==> config.mk <==
export PLATFORM = sky130hd
export DESIGN_NAME = mem_access
export DESIGN_NICKNAME = d
export VERILOG_FILES = /design/src/rtl/mem_access_pkg.sv /design/src/rtl/mem_load_fmt.sv /design/src/rtl/mem_access.sv
export SDC_FILE = /design/constraint.sdc
export NUM_CORES = 1
export LEC_CHECK = 0
export ABC_CLOCK_PERIOD_IN_PS = 3100
export BUFFER_PORTS_ARGS = -buffer_cell sky130_fd_sc_hd__buf_2
export CORE_ASPECT_RATIO = 0.6
export CORE_MARGIN = 8
export CORE_UTILIZATION = 47
export CTS_CLUSTER_DIAMETER = 50
export DETAILED_ROUTE_END_ITERATION = 10
export HOLD_SLACK_MARGIN = 0.1
export PLACE_DENSITY = 0.81
export SYNTH_ARGS = -nofsm -noshare
export SYNTH_HDL_FRONTEND = slang
export SYNTH_SLANG_ARGS = --single-unit
==> constraint.sdc <==
create_clock -name clk -period 3.1 [get_ports clk]
set_clock_uncertainty 0.2 [all_clocks]
set_input_delay 0.62 -clock clk [delete_from_list [all_inputs] [get_ports clk]]
set_output_delay 0.62 -clock clk [all_outputs]
set_load 0.05 [all_outputs]
==> src/rtl/mem_access_pkg.sv <==
// mem_access_pkg: shared op codes, FSM states, reset/zero constants and op decode helpers for the MEM stage
package mem_access_pkg;
  localparam logic [7:0] EXE_LB_OP  = 8'b11100000;
  localparam logic [7:0] EXE_LH_OP  = 8'b11100001;
  localparam logic [7:0] EXE_LW_OP  = 8'b11100011;
  localparam logic [7:0] EXE_LBU_OP = 8'b11100100;
  localparam logic [7:0] EXE_LHU_OP = 8'b11100101;
  localparam logic [7:0] EXE_SB_OP  = 8'b11101000;
  localparam logic [7:0] EXE_SH_OP  = 8'b11101001;
  localparam logic [7:0] EXE_SW_OP  = 8'b11101011;
  localparam logic [31:0] ZERO_WORD = 32'h0000_0000;
  localparam logic RST_ENABLE = 1'b1;
  typedef enum logic [1:0] {MEM_IDLE, MEM_BUS, MEM_DONE} mem_state_e;
  function automatic logic is_load(input logic [7:0] op);
    return op == EXE_LB_OP || op == EXE_LBU_OP || op == EXE_LH_OP || op == EXE_LHU_OP || op == EXE_LW_OP;
  endfunction
  function automatic logic is_store(input logic [7:0] op);
    return op == EXE_SB_OP || op == EXE_SH_OP || op == EXE_SW_OP;
  endfunction
  function automatic logic is_byte(input logic [7:0] op);
    return op == EXE_LB_OP || op == EXE_LBU_OP || op == EXE_SB_OP;
  endfunction
  function automatic logic is_half(input logic [7:0] op);
    return op == EXE_LH_OP || op == EXE_LHU_OP || op == EXE_SH_OP;
  endfunction
  function automatic logic is_word(input logic [7:0] op);
    return op == EXE_LW_OP || op == EXE_SW_OP;
  endfunction
endpackage

==> src/rtl/mem_load_fmt.sv <==
// mem_load_fmt: big-endian lane select and sign/zero extension of load data (aluop, addr[1:0], data -> result)
module mem_load_fmt
  import mem_access_pkg::*;
(
  input  logic [7:0]  aluop,
  input  logic [1:0]  addr,
  input  logic [31:0] data,
  output logic [31:0] result
);
  logic [7:0] b;
  logic [15:0] h;
  assign b = addr[1] ? (addr[0] ? data[7:0] : data[15:8]) : (addr[0] ? data[23:16] : data[31:24]);
  assign h = addr[1] ? data[15:0] : data[31:16];
  assign result = aluop == EXE_LB_OP  ? {{24{b[7]}}, b} :
                  aluop == EXE_LBU_OP ? {24'd0, b} :
                  aluop == EXE_LH_OP  ? {{16{h[15]}}, h} :
                  aluop == EXE_LHU_OP ? {16'd0, h} : data;
endmodule

==> src/rtl/mem_access.sv <==
// mem_access: MEM stage; pass-through of ALU results, req/ack bus FSM for loads/stores with stall; MEM_ALIGN_CHECK_EN enables misalign trap; ports: EX/MEM inputs, MEM/WB outputs, stallreq_o, bus_* master, exc_misalign_o
module mem_access
  import mem_access_pkg::*;
#(
  parameter int ADDR_W = 32,
  parameter int DATA_W = 32
) (
  input  logic              clk,
  input  logic              rst,
  input  logic [4:0]        wd_i,
  input  logic              wreg_i,
  input  logic [DATA_W-1:0] wdata_i,
  input  logic [7:0]        aluop_i,
  input  logic [ADDR_W-1:0] mem_addr_i,
  input  logic [DATA_W-1:0] store_data_i,
  input  logic              flush_i,
  output logic [4:0]        wd_o,
  output logic              wreg_o,
  output logic [DATA_W-1:0] wdata_o,
  output logic              stallreq_o,
  output logic              bus_req_o,
  output logic              bus_we_o,
  output logic [ADDR_W-1:0] bus_addr_o,
  output logic [3:0]        bus_sel_o,
  output logic [DATA_W-1:0] bus_wdata_o,
  input  logic [DATA_W-1:0] bus_rdata_i,
  input  logic              bus_ack_i,
  output logic              exc_misalign_o
);
  mem_state_e state;
  logic [DATA_W-1:0] rdata_q, load_data, wdata_next;
  logic [7:0] op_q;
  logic [1:0] lo_q;
  logic [3:0] sel_next;
  logic flushed_q, live, mem_op, misalign, start;
  assign live = rst != RST_ENABLE;
  assign mem_op = is_load(aluop_i) | is_store(aluop_i);
`ifdef MEM_ALIGN_CHECK_EN
  assign misalign = mem_op & (is_half(aluop_i) ? mem_addr_i[0] : is_word(aluop_i) & |mem_addr_i[1:0]);
`else
  assign misalign = 1'b0;
`endif
  assign start = state == MEM_IDLE & mem_op & !flush_i & !misalign;
  assign exc_misalign_o = live & state == MEM_IDLE & misalign;
  assign sel_next = is_byte(aluop_i) ? 4'b1000 >> mem_addr_i[1:0] :
                    is_half(aluop_i) ? (mem_addr_i[1] ? 4'b0011 : 4'b1100) : 4'b1111;
  assign wdata_next = is_byte(aluop_i) ? {4{store_data_i[7:0]}} :
                      is_half(aluop_i) ? {2{store_data_i[15:0]}} : store_data_i;
  mem_load_fmt u_fmt (
    .aluop  (op_q),
    .addr   (lo_q),
    .data   (rdata_q),
    .result (load_data)
  );
  assign wd_o = live ? wd_i : 5'd0;
  // a flush seen while the bus was busy still lets the bus finish, but the load result is dropped
  assign wreg_o = live & !flush_i & wreg_i &
                  (state == MEM_IDLE ? !mem_op : state == MEM_DONE & is_load(op_q) & !flushed_q);
  assign wdata_o = !live ? ZERO_WORD : (state == MEM_DONE & is_load(op_q)) ? load_data : wdata_i;
  assign stallreq_o = live & (start | state == MEM_BUS);
  always_ff @(posedge clk) begin
    if (rst == RST_ENABLE) begin
      state       <= MEM_IDLE;
      bus_req_o   <= 1'b0;
      bus_we_o    <= 1'b0;
      bus_addr_o  <= '0;
      bus_sel_o   <= '0;
      bus_wdata_o <= '0;
      rdata_q     <= '0;
      op_q        <= '0;
      lo_q        <= '0;
      flushed_q   <= 1'b0;
    end else begin
      case (state)
        MEM_IDLE: if (start) begin
          bus_req_o   <= 1'b1;
          bus_we_o    <= is_store(aluop_i);
          bus_addr_o  <= {mem_addr_i[ADDR_W-1:2], 2'b00};
          bus_sel_o   <= sel_next;
          bus_wdata_o <= wdata_next;
          op_q        <= aluop_i;
          lo_q        <= mem_addr_i[1:0];
          flushed_q   <= 1'b0;
          state       <= MEM_BUS;
        end
        MEM_BUS: begin
          flushed_q <= flushed_q | flush_i;
          if (bus_ack_i) begin
            rdata_q   <= bus_rdata_i;
            bus_req_o <= 1'b0;
            state     <= MEM_DONE;
          end
        end
        default: state <= MEM_IDLE;
      endcase
    end
  end
endmodule

# After elaboration in Yosys (flattened, before gate mapping)
# Cells that the tools add are included.
# W data, S select, Z words.
# op_classes
eq_ne	17
shifts	1
mux	25
bitwise_logic	12
n_reduce_logical	23
# op_table
op	count
$mux W32	8
$eq A8 B8 Y1 const B	13
$mux W8	3
$mux W16	1
$logic_or A1 B1 Y1	13
$mux W4	3
$and A1 B1 Y1	8
$reduce_and A2 Y1	4
$mux W5	1
$mux W1	4
$mux W2	2
$ne A2 B2 Y1 const B	2
$pmux W1 S2	2
$pmux W2 S2	1
$shr A4 B2 Y4 const A	1
$logic_not A1 Y1	3
$or A1 B1 Y1	3
$reduce_and A3 Y1	1
$eq A2 B1 Y1 const B	1
$eq A2 B2 Y1 const B	1
$logic_not A2 Y1	1
$reduce_bool A2 Y1	1
$not A1 Y1	1
# totals
ff_bits	113
inputBits	146
output_inout_bits	110
elab_cells	88

# Logic depth before layout (Yosys ltp)
# Gate-level depths: netlist of the first run.
# logic_depth
depth_word	10
depth_mapped	8

# Hierarchy
# From an unflattened synthesis of the first run, not the netlist that was laid out.
# unflattened
hier_cells	718
hier_area_um2	5748.0
# by_module_without_submodules
module	instances	cells_per_inst	area_per_inst_um2
mem_access	1	607	4855.9
mem_load_fmt	1	111	892.1

# Worst setup path before layout of the first run
# No wires, ideal clock.
# synth_timing
path_type	register to output
from	register op_q[6]
to	output port wreg_o
arrival_time_ps	2710
t_required_ps	2280
slack_ps	-430
stages_incl_launch_ff	7
n_path_buf	1
path_cell_list	dfxtp_1 > nand2_2 > nor4b_4 > nand4b_1 > buf_2 > a2bb2oi_1 > nor4b_1
# synth_between
elab_chain_len	9
# synth_lines
element	line_no	rtl
start, declared	mem_access.sv:32	logic [7:0] op_q;
start signal, assigned	mem_access.sv:81	op_q <= aluop_i;
$eq A8 B8 Y1	mem_access_pkg.sv:15	return op == EXE_LB_OP || op == EXE_LBU_OP || op == EXE_LH_OP || op == EXE_LHU_OP || op == EXE_LW_OP;
$logic_or A1 B1 Y1 (3 in series)	mem_access_pkg.sv:15	
$logic_or A1 B1 Y1 *	mem_access_pkg.sv:15	
$and A1 B1 Y1 * (2 in series)	mem_access.sv:58	(state == MEM_IDLE ? !mem_op : state == MEM_DONE & is_load(op_q) & !flushed_q);
$mux W1 *	mem_access.sv:58	
$and A1 B1 Y1 *	mem_access.sv:57	assign wreg_o = live & !flush_i & wreg_i &
end, declared	mem_access.sv:18	output logic wreg_o,
# Every way passes the cells marked *; elsewhere a longest branch is shown, timed or not.

# Worst setup path in the final report of the first run
# layout_timing
from	register op_q[5]
to	output port wdata_o[20]
# layout_between
elab_chain_len	8
# layout_lines
element	line_no	rtl
parallel branches: the longest is 6 deep, another holds $mux W32	--	
$mux W32 * (2 in series)	mem_access.sv:59	assign wdata_o = !live ? ZERO_WORD : (state == MEM_DONE & is_load(op_q)) ? load_data : wdata_i;
end, declared	mem_access.sv:19	output logic [DATA_W-1:0] wdata_o,
# Mark *: on every way between the ends.

==> impl_metrics.csv, run 1 <==
group,metric,value,unit
floorplan,ios,256,
synth,synth_warnings,0,
cells_and_area,nNetsFinal,1077,
clock_tree,cts_buffer_depth,2,
placement,placement.io_buffers,252,
grt,grt_pass1_wl,30.2,mm
setup_path,cp.arrival,2.38,ns
setup_path,rrSetupSlack,0.95,ns
pwr,powerDensity,504,nW/um^2
synth,yosys.cell_types.count,45,
setup_path,crit_type,"flip-flop to primary output",
floorplan,start_util,47.7,%
placement,place.gp.congestion,0.921,
run,maxCapViolations,0,
placement,dpl.cell_count,1052,
route,wl_per_cell,18.8,um
synth,synth.cell_area,5330,um^2
pwr,combPwrFrac,11.5,%
floorplan,rows,30,
pwr,seqPwrFrac,37.7,%
synth,synth.avg_cell_area,7.69,um^2
synth,synth_common_cells,"204 x nand2_1, 115 x a21oi_1, 113 x dfxtp_1",
setup_path,slowest_stage,"or3_4",
clock_tree,clkLatencyLatePin,0.41,ns
hold_path,hold_end,"bus_addr_o[9]$_SDFFE_PP0P_",
hold_path,hp-start,"mem_addr_i[9]",
clock_tree,htree_levels,4,
cells_and_area,syn2layout_area_growth,45.4,%
hold_path,hold_class,"input pin to flip-flop",
route,drt-total-wl,20.5,mm
run_status,outcome,"finished, violations left",
sta,setup_viol,12,
floorplan,die_area,15100,um^2
run_status,failed_checks,"setup timing",
cells_and_area,fin_cells,1088,
grt,grt_max_degree,96,
floorplan,dieHeight,98.5,um
cells_and_area,fill_cells,892,
sta,drv_slew,0,
synth,synth.largest_area_cell,"dfxtp_1",
synth,synth_area_leaders,"dfxtp_1 42%, nand2_1 14%, a21oi_1 11%, mux2i_1 4.7%, clkbuf_1 2.9%",
pwr,netSwitchingFraction,25.3,%
route,viasPerCell,5.63,
sta,fmax,313,MHz
route,drt_first_pass_iters,5,
route,drt_iter0_markers,554,
clock_tree,cts_root_buf,"clkbuf_16",
pwr,power.internal,2.92,mW
synth,synth_flop_cell,"dfxtp_1",
sta,finalHoldViolations,0,
setup_path,cp_cell_sequence,"nand2_2 -> nor4b_4 -> nand4b_1 -> buf_4 -> or3_4 -> o2bb2ai_1 -> buf_4",
synth,synth_most_common_cell,"nand2_1",
floorplan,coreArea,11200,um^2
cells_and_area,drive_gt1_share,37.6,%
setup_path,cp.depth,7,
setup_path,crit_family,"simple AND/OR/NAND/NOR gates",
pwr,ir_worst_vdd,0.000397,V
clock_tree,cts_tree,"built",
clock_tree,path_clk_slew,0.06,ns
sta,layout_setup_ws,-0.0975,ns
setup_path,path_buf_inv,2,
sta,worst_slew_pin_slew,0.600,ns
hold_path,whs_path_depth,3,
synth,async_reset_ff_share,0,%
setup_path,max_stage_delay,0.47,ns
synth,ys_ff_latch,113,
cells_and_area,antenna_cells,0,
setup_path,cp-start-kind,"flip-flop",
sta,relSlewSlack,59.9,%
sta,period_share,103,%
clock_tree,cts-hold-fix-buffers,0,
route,routed-via-count,6128,
setup_path,critPathRequiredTime,2.28,ns
clock_tree,numCtsBuffers,17,
setup_path,r2r_start,"state[1]$_SDFFE_PP0P_",
setup_path,r2r_cells,5,
grt,antenna_found_initial,0,
synth,synth_edf_count,0,
setup_path,path_common_cell,"buf_4",
sta,min_period,3.20,ns
clock_tree,cts.sinks,113,
grt,grt.total_usage,24.8,%
pwr,power_switching,986,uW
placement,dp_hpwl,14.3,mm
grt,first_global_vias,5627,
grt,grt_remaining_overflow,0,
floorplan,die_w,153,um
synth,synth.top_cell.area_share,42.4,%
setup_path,end_kind,"primary output",
setup_path,worstReg2RegEnd,"bus_wdata_o[23]$_SDFFE_PP0P_",
sta,fin_setup_tns,-0.256,ns
sta,rsz0062_at_grt,"yes",
pwr,power_frac_clock,50.8,%
setup_path,worst-path-max-fanout,8,
synth,synth_cells,693,
synth,seq_area_frac_synth,42.4,%
route,drc,0,
route,antenna_left,0,
pwr,p_leak,3.17,nW
==> flip-flops by register name (all words and copies together) (netlist names) <==
name         flops
bus_wdata_o     32
rdata_q         32
bus_addr_o      30
op_q             8
bus_sel_o        4
lo_q             2
state            2
bus_req_o        1
bus_we_o         1
flushed_q        1
==> placed cells by master, fill, tap and decap left out, drive strengths merged, types with 2 or more instances in the layout <==
cell / netlist / layout
conb: 1 / 3
bufinv: 0 / 3
o211ai: 8 / 8
and2: 2 / 2
nand2: 205 / 205
o21ai: 11 / 11
nand4b: 2 / 2
o2bb2ai: 24 / 24
a21oi: 115 / 115
nor3: 6 / 6
nor2b: 10 / 10
and4b: 3 / 3
dfxtp: 113 / 113
clkinv: 0 / 7
o22ai: 7 / 7
mux2i: 25 / 25
inv: 4 / 4
buf: 23 / 278
a32oi: 7 / 7
a311oi: 10 / 10
clkinvlp: 0 / 3
o221ai: 7 / 7
clkbuf: 41 / 20
a211oi: 10 / 10
or3: 2 / 4
nor2: 41 / 41
nor4b: 2 / 2
nand2b: 4 / 4
==> final cells by class <==
class / count / area, um^2 / area share [%]
clock buffers: 19 / 443 / 5.72
inverters: 4 / 15.0 / 0.194
well taps: 144 / 180 / 2.33
repair buffers: 279 / 1660 / 21.4
clock inverters: 13 / 163 / 2.10
multi-input cells: 516 / 3020 / 38.9
flip-flops and latches: 113 / 2270 / 29.3
==> worst max path at each step <==
stage	from	to	slack, ns
global route	op_q[5]$_SDFFE_PP0P_	wdata_o[20]	-0.13
finish	op_q[5]$_SDFFE_PP0P_	wdata_o[20]	-0.1
floorplan	lo_q[0]$_SDFFE_PP0P_	wdata_o[21]	0.009
global placement	op_q[6]$_SDFFE_PP0P_	wdata_o[26]	0.29
detailed placement	op_q[5]$_SDFFE_PP0P_	wdata_o[25]	0.22
CTS	op_q[5]$_SDFFE_PP0P_	wdata_o[8]	-0.008
==> worst min-delay path: stages <==
cell     delay (ns)
buf_2          0.09
nand2_1        0.04
a21oi_1        0.05
==> per-stage QoR <==
stage	util [%]	hold slack, ns	cell area (um^2)	worst slack, ns	total power [mW]
floorplan	-	0.246	5350	0.00884	1.74
global placement	60.4	0.239	6760	0.287	1.90
detailed placement	60.4	0.243	6760	0.216	1.90
CTS	66.7	0.228	7460	-0.00795	3.89
global route	69.3	0.245	7750	-0.127	4.02
finish	69.3	0.242	7750	-0.0975	3.90
==> routing by layer <==
| layer | vias up | routed length, um | track usage, % |
|---|---|---|---|
| met5 | - | 0 | 0 |
| met4 | 0 | 648 | 9.74 |
| met2 | 355 | 9140 | 37.0 |
| li1 | 2883 | - | - |
| met3 | 60 | 2210 | 9.00 |
| met1 | 2830 | 8500 | 32.0 |
==> kinds of logic (layout without fill, tap and decap cells) <==
group | count (synthesis) | in the layout | share of synthesized area, %
DFF | 113 | 113 | 42.4
muxes | 27 | 27 | 5.33
buffers and inverters | 68 | 315 | 5.45
and+or+nand+nor | 281 | 283 | 22.2
other | 1 | 3 | 0.0704
AOI/OAI and AO/OA | 203 | 203 | 24.6
==> power groups by stage <==
stage | sequential (mW) | combinational [mW] | clock (mW)
finish | 1.47 | 0.449 | 1.98
global route | 1.47 | 0.473 | 2.07
CTS | 1.47 | 0.417 | 2.00
detailed placement | 1.50 | 0.400 | 0
global placement | 1.50 | 0.396 | 0
floorplan | 1.53 | 0.208 | 0
==> timing repair <==
action,4_1_cts,5_1_grt
hold endpoints to repair,0,0
gates resized for setup,34,50
gates cloned,0,2
setup endpoints to repair,32,33
pin swaps,3,11
setup buffers,0,2
No activity file was read; power rests on OpenSTA's default activity.
==> run 2: changes to the inputs <==
CORE_UTILIZATION = 39   (was 47)
PLACE_DENSITY = 0.69   (was 0.81)
SKIP_LAST_GASP = 1   (was not set)
==> run 2 against run 1 <==
The run still ends with setup timing left. Via count shrank 3.4%. Utilization is 12 points lower. Final area decreased by 0.18%. Worst hold slack improved by 0.0069 ns. Register-to-register slack barely moved. Sequential power barely moved.
==> impl_metrics.csv, run 2 (synthesis results as in run 1) <==
group,metric,value,unit
floorplan,dieHeight,107,um
route,drt_iter0_markers,557,
clock_tree,cts_root_buf,"clkbuf_16",
setup_path,worst-path-max-fanout,8,
cells_and_area,final_util,57.3,%
floorplan,rows,33,
cells_and_area,nNetsFinal,1079,
sta,fin_setup_tns,-0.00165,ns
grt,antenna_found_initial,2,
grt,grt_pass1_wl,31.5,mm
setup_path,crit_type,"flip-flop to primary output",
setup_path,cp.arrival,2.28,ns
cells_and_area,fill_cells,1278,
run_status,outcome,"finished, violations left",
floorplan,die_area,17800,um^2
hold_path,hold_class,"flip-flop to flip-flop",
clock_tree,cts-hold-fix-buffers,0,
sta,layout_setup_ws,-0.00165,ns
clock_tree,path_clk_slew,0.05,ns
floorplan,die_w,167,um
sta,rsz0062_at_grt,"yes",
grt,grt.total_usage,22.1,%
clock_tree,numCtsBuffers,17,
sta,fmax,322,MHz
placement,placement.io_buffers,252,
route,drt-total-wl,20.8,mm
cells_and_area,reg_top3,"bus_wdata_o x32, rdata_q x32, bus_addr_o x30",
setup_path,cp-start-kind,"flip-flop",
sta,period_share,100,%
sta,worst_slew_pin_slew,0.694,ns
pwr,p_leak,3.17,nW
route,drt_first_pass_iters,7,
floorplan,ios,256,
placement,dp_slack,0.146,ns
route,drc,0,
floorplan,start_util,39.5,%
sta,min_period,3.10,ns
sta,relSlewSlack,53.8,%
cells_and_area,drive_gt1_share,37.4,%
placement,dp_hpwl,15.0,mm
pwr,ir_worst_vdd,0.000294,V
cells_and_area,final_cell_mix,"229 x buf_2, 204 x nand2_1, 115 x a21oi_1",
sta,setup_viol,1,
grt,first_global_vias,5576,
route,antenna_left,0,
clock_tree,clkLatencyLatePin,0.40,ns
sta,drv_slew,0,
clock_tree,htree_levels,4,
placement,place.gp.congestion,0.895,
pwr,powerDensity,507,nW/um^2
clock_tree,cts_buffer_depth,2,
grt,grt_remaining_overflow,0,
run,maxCapViolations,0,
cells_and_area,seq_area,2270,um^2
route,routed-via-count,5920,
grt,grt_max_degree,96,
route,viasPerCell,5.29,
clock_tree,cts.sinks,113,
sta,finalHoldViolations,0,
floorplan,coreArea,13500,um^2
cells_and_area,multiInputGateArea,2970,um^2
clock_tree,cts_tree,"built",
cells_and_area,syn2layout_area_growth,45.1,%
run_status,failed_checks,"setup timing",
route,wl_per_cell,18.6,um
cells_and_area,final_common_cell,"buf_2",
setup_path,end_kind,"primary output",
setup_path,critPathRequiredTime,2.28,ns
run 2: changes by cell type in the layout (fill, tap and decap cells not counted), moves of 3 or more:
| cell | before | now |
|---|---|---|
| clkinv_4 | 4 | 1 |
| o2bb2ai_2 | 11 | 7 |
| o2bb2ai_1 | 6 | 11 |
| clkbuf_8 | 1 | 4 |
| buf_4 | 32 | 35 |
| buf_6 | 12 | 8 |
| buf_2 | 225 | 229 |
| buf_8 | 6 | 3 |
run 2: worst paths after layout:
path	slack, ns	from	cells past startpoint	endpoint
hold / removal	0.25	bus_addr_o[13]$_SDFFE_PP0P_	2	bus_addr_o[13]$_SDFFE_PP0P_
hold reg to reg	0.25	bus_addr_o[13]$_SDFFE_PP0P_	2	bus_addr_o[13]$_SDFFE_PP0P_
setup / recovery	-0.002	lo_q[0]$_SDFFE_PP0P_	6	wdata_o[8]
setup reg to reg	0.94	state[0]$_SDFFE_PP0P_	5	rdata_q[22]$_SDFFE_PP0P_
run 2: worst max-delay path: stages, from the launching register on:
cell and delay (ns):
dfxtp_4 0.38, mux4_2 0.32, nand2b_1 0.13, nor2_1 0.06, or4_4 0.62, o2bb2ai_4 0.20
buf_8 0.16
run 2: final cells by class:
type                       count  area share, %
antenna                        1         0.0324
clock buffer                  21           6.21
sequential                   113           29.4
timing repair buffer         281           21.2
multi-input combinational    516           38.5
clock inverter                 9           1.70
tap                          175           2.83
inverter                       4          0.194
run 2: metal layers:
metal	wire length, um	vias to the layer above	global-route usage [%]
met5	13	-	0
met4	318	2	7.36
met3	1930	21	6.96
met2	9370	264	33.6
met1	9170	2742	29.3
li1	-	2891	-
run 2: timing repair:
item	in CTS	in global routing
endpoints found under the setup margin	32	33
setup buffers	2	3
gates resized for setup	34	36
pin swaps	11	3
gates cloned	2	0
run 2: metrics by stage:
| stage | instances | area (um^2) | hold slack (ns) | total power [mW] |
|---|---|---|---|---|
| 3_3_place_gp | 1082 | 6800 | 0.239 | 1.91 |
| 2_1_floorplan | 695 | 5350 | 0.246 | 1.74 |
| 5_1_grt | 1120 | 7730 | 0.247 | 4.04 |
| 6_report | 1120 | 7730 | 0.249 | 3.92 |
| 4_1_cts | 1116 | 7590 | 0.237 | 3.93 |
| 3_5_place_dp | 1082 | 6800 | 0.243 | 1.91 |
run 2: power by group:
part	internal, mW	total [mW]	switching [mW]
Clock	1.34	2.01	0.670
Combinational	0.162	0.438	0.276
Sequential	1.46	1.47	0.00755
==> run 3: changes to the inputs <==
CORE_ASPECT_RATIO = not set   (was 0.6)
==> run 3 against run 2 <==
The flow still finishes with violations (setup timing). Critical path depth fell by 1. Utilization rose by 1.2 points. Sequential cell count did not move. Die area fell by 0.69%. Register-to-register slack improved by 0.11 ns. Largest power group unchanged.
==> impl_metrics.csv, run 3 (synthesis results as in run 1) <==
group,metric,value,unit
run_status,outcome,"finished, violations left",
run_status,failed_checks,"setup timing",
floorplan,die_w,133,um
cells_and_area,syn2layout_area_growth,45.9,%
grt,antenna_found_initial,0,
floorplan,die_area,17700,um^2
grt,grt_remaining_overflow,0,
grt,grt.total_usage,20.9,%
clock_tree,clkLatencyLatePin,0.41,ns
placement,placed_cell_area,6800,um^2
setup_path,crit_family,"simple AND/OR/NAND/NOR gates",
setup_path,worst-path-max-fanout,7,
cells_and_area,antenna_cells,0,
setup_path,cp.arrival,2.30,ns
placement,place.gp.congestion,0.889,
setup_path,path_buf_inv,1,
floorplan,dieHeight,133,um
pwr,power,3.74,mW
setup_path,crit_type,"flip-flop to primary output",
clock_tree,numCtsBuffers,17,
clock_tree,cts.sinks,113,
cells_and_area,final_cell_area,7780,um^2
route,drc,0,
sta,rsz0062_at_grt,"yes",
placement,dp_hpwl,14.0,mm
placement,dp_slack,0.157,ns
sta,setup_viol,6,
route,drt_iter0_markers,354,
floorplan,coreArea,13300,um^2
grt,first_global_vias,5687,
cells_and_area,drive_gt1_share,37.2,%
clock_tree,cts_buffer_depth,2,
route,routed-via-count,5883,
sta,layout_setup_ws,-0.0247,ns
floorplan,rows,42,
cells_and_area,final_common_cell,"buf_2",
pwr,ir_worst_vdd,0.000320,V
clock_tree,htree_levels,4,
grt,grt_max_degree,110,
setup_path,critPathRequiredTime,2.28,ns
clock_tree,cts_tree,"built",
setup_path,end_kind,"primary output",
placement,placement.io_buffers,252,
setup_path,cp-start-kind,"flip-flop",
cells_and_area,reg_top3,"bus_wdata_o x32, rdata_q x32, bus_addr_o x30",
clock_tree,cts_root_buf,"clkbuf_16",
route,wl_per_cell,17.7,um
route,antenna_left,0,
setup_path,max_stage_delay,0.67,ns
sta,min_period,3.12,ns
setup_path,slowest_stage,"or4_4",
clock_tree,path_clk_slew,0.06,ns
hold_path,hold_class,"input pin to flip-flop",
sta,relSlewSlack,35.3,%
floorplan,ios,256,
cells_and_area,final_cell_mix,"218 x buf_2, 203 x nand2_1, 114 x a21oi_1",
cells_and_area,nNetsFinal,1080,
grt,grt_pass1_wl,29.8,mm
sta,worst_slew_pin_slew,0.967,ns
pwr,p_leak,3.16,nW
sta,period_share,101,%
route,drt-total-wl,19.9,mm
sta,fmax,320,MHz
setup_path,cp_cell_sequence,"nor4b_4 -> nand4b_1 -> or4_4 -> o2bb2ai_2 -> buf_6",
floorplan,start_util,40.1,%
sta,drv_slew,0,
pwr,powerDensity,480,nW/um^2
sta,finalHoldViolations,0,
run,maxCapViolations,0,
route,viasPerCell,5.24,
route,drt_first_pass_iters,5,
-- run 3: cell types whose count changed in the layout (fill, tap and decap cells not counted), moves of 3 or more --
cell / before / now
buf_4: 35 / 38
clkinv_2: 2 / 5
clkbuf_1: 0 / 3
buf_8: 3 / 7
o2bb2ai_1: 11 / 8
buf_2: 229 / 218
dfxtp_2: 5 / 2
buf_6: 8 / 12
dfxtp_1: 107 / 111
-- run 3: where the power goes --
| part | internal [mW] | leakage (nW) | total (mW) | switching [mW] |
|---|---|---|---|---|
| logic | 0.171 | 1.99 | 0.448 | 0.277 |
| registers | 1.47 | 0.912 | 1.47 | 0.00643 |
| clock network | 1.14 | 0.266 | 1.82 | 0.681 |
| total | 2.77 | 3.16 | 3.74 | 0.964 |
-- run 3: final cells by class --
type | instances | area, um^2
Sequential cell | 113 | 2260
Clock buffer | 22 | 464
Clock inverter | 10 | 86.3
Tap cell | 176 | 220
Inverter | 4 | 15.0
Fill cell | 1254 | 5520
Timing Repair Buffer | 282 | 1710
Multi-Input combinational cell | 516 | 3020
-- run 3: timing repair --
| item | 4_1_cts | 5_1_grt |
|---|---|---|
| pin swaps | 3 | 19 |
| setup endpoints to repair | 24 | 33 |
| hold buffers | 0 | 0 |
| buffers inserted | 3 | 3 |
| resized for setup | 25 | 71 |
| cloned | 0 | 2 |
-- run 3: worst paths after layout --
path              cells after the start                      endpoint                   startpoint  slack, ns
setup / recovery                      5                   wdata_o[11]         op_q[3]$_SDFFE_PP0P_      -0.02
hold / removal                        3       rdata_q[5]$_SDFFE_PP0P_               bus_rdata_i[5]       0.24
setup reg to reg                      5  bus_wdata_o[20]$_SDFFE_PP0P_        state[1]$_SDFFE_PP0P_       1.05
hold reg to reg                       2   bus_wdata_o[2]$_SDFFE_PP0P_  bus_wdata_o[2]$_SDFFE_PP0P_       0.25
-- run 3: per-stage QoR --
stage	hold WS, ns	setup TNS [ns]	utilization, %	std cells
floorplan	0.246	0	-	695
global placement	0.239	0	51.1	1084
detailed placement	0.243	0	51.1	1084
CTS	0.227	-0.00637	56.0	1119
global route	0.226	-2.42	58.5	1123
finish	0.238	-0.0494	58.5	1123
-- run 3: worst reg2reg max path, stage by stage, from the launching register on --
cell and delay (ns):
dfxtp_1 0.34, nor3_1 0.40, nor2b_4 0.26, buf_12 0.32
nor2_1 0.13, a311oi_1 0.29
-- run 3: per-layer routing --
layer / part of all wire (%) / GRT usage [%]
met1: 39 / 22.9
met2: 49 / 34.4
met3: 9.9 / 10.4
met4: 2.2 / 7.26
met5: 0 / 0
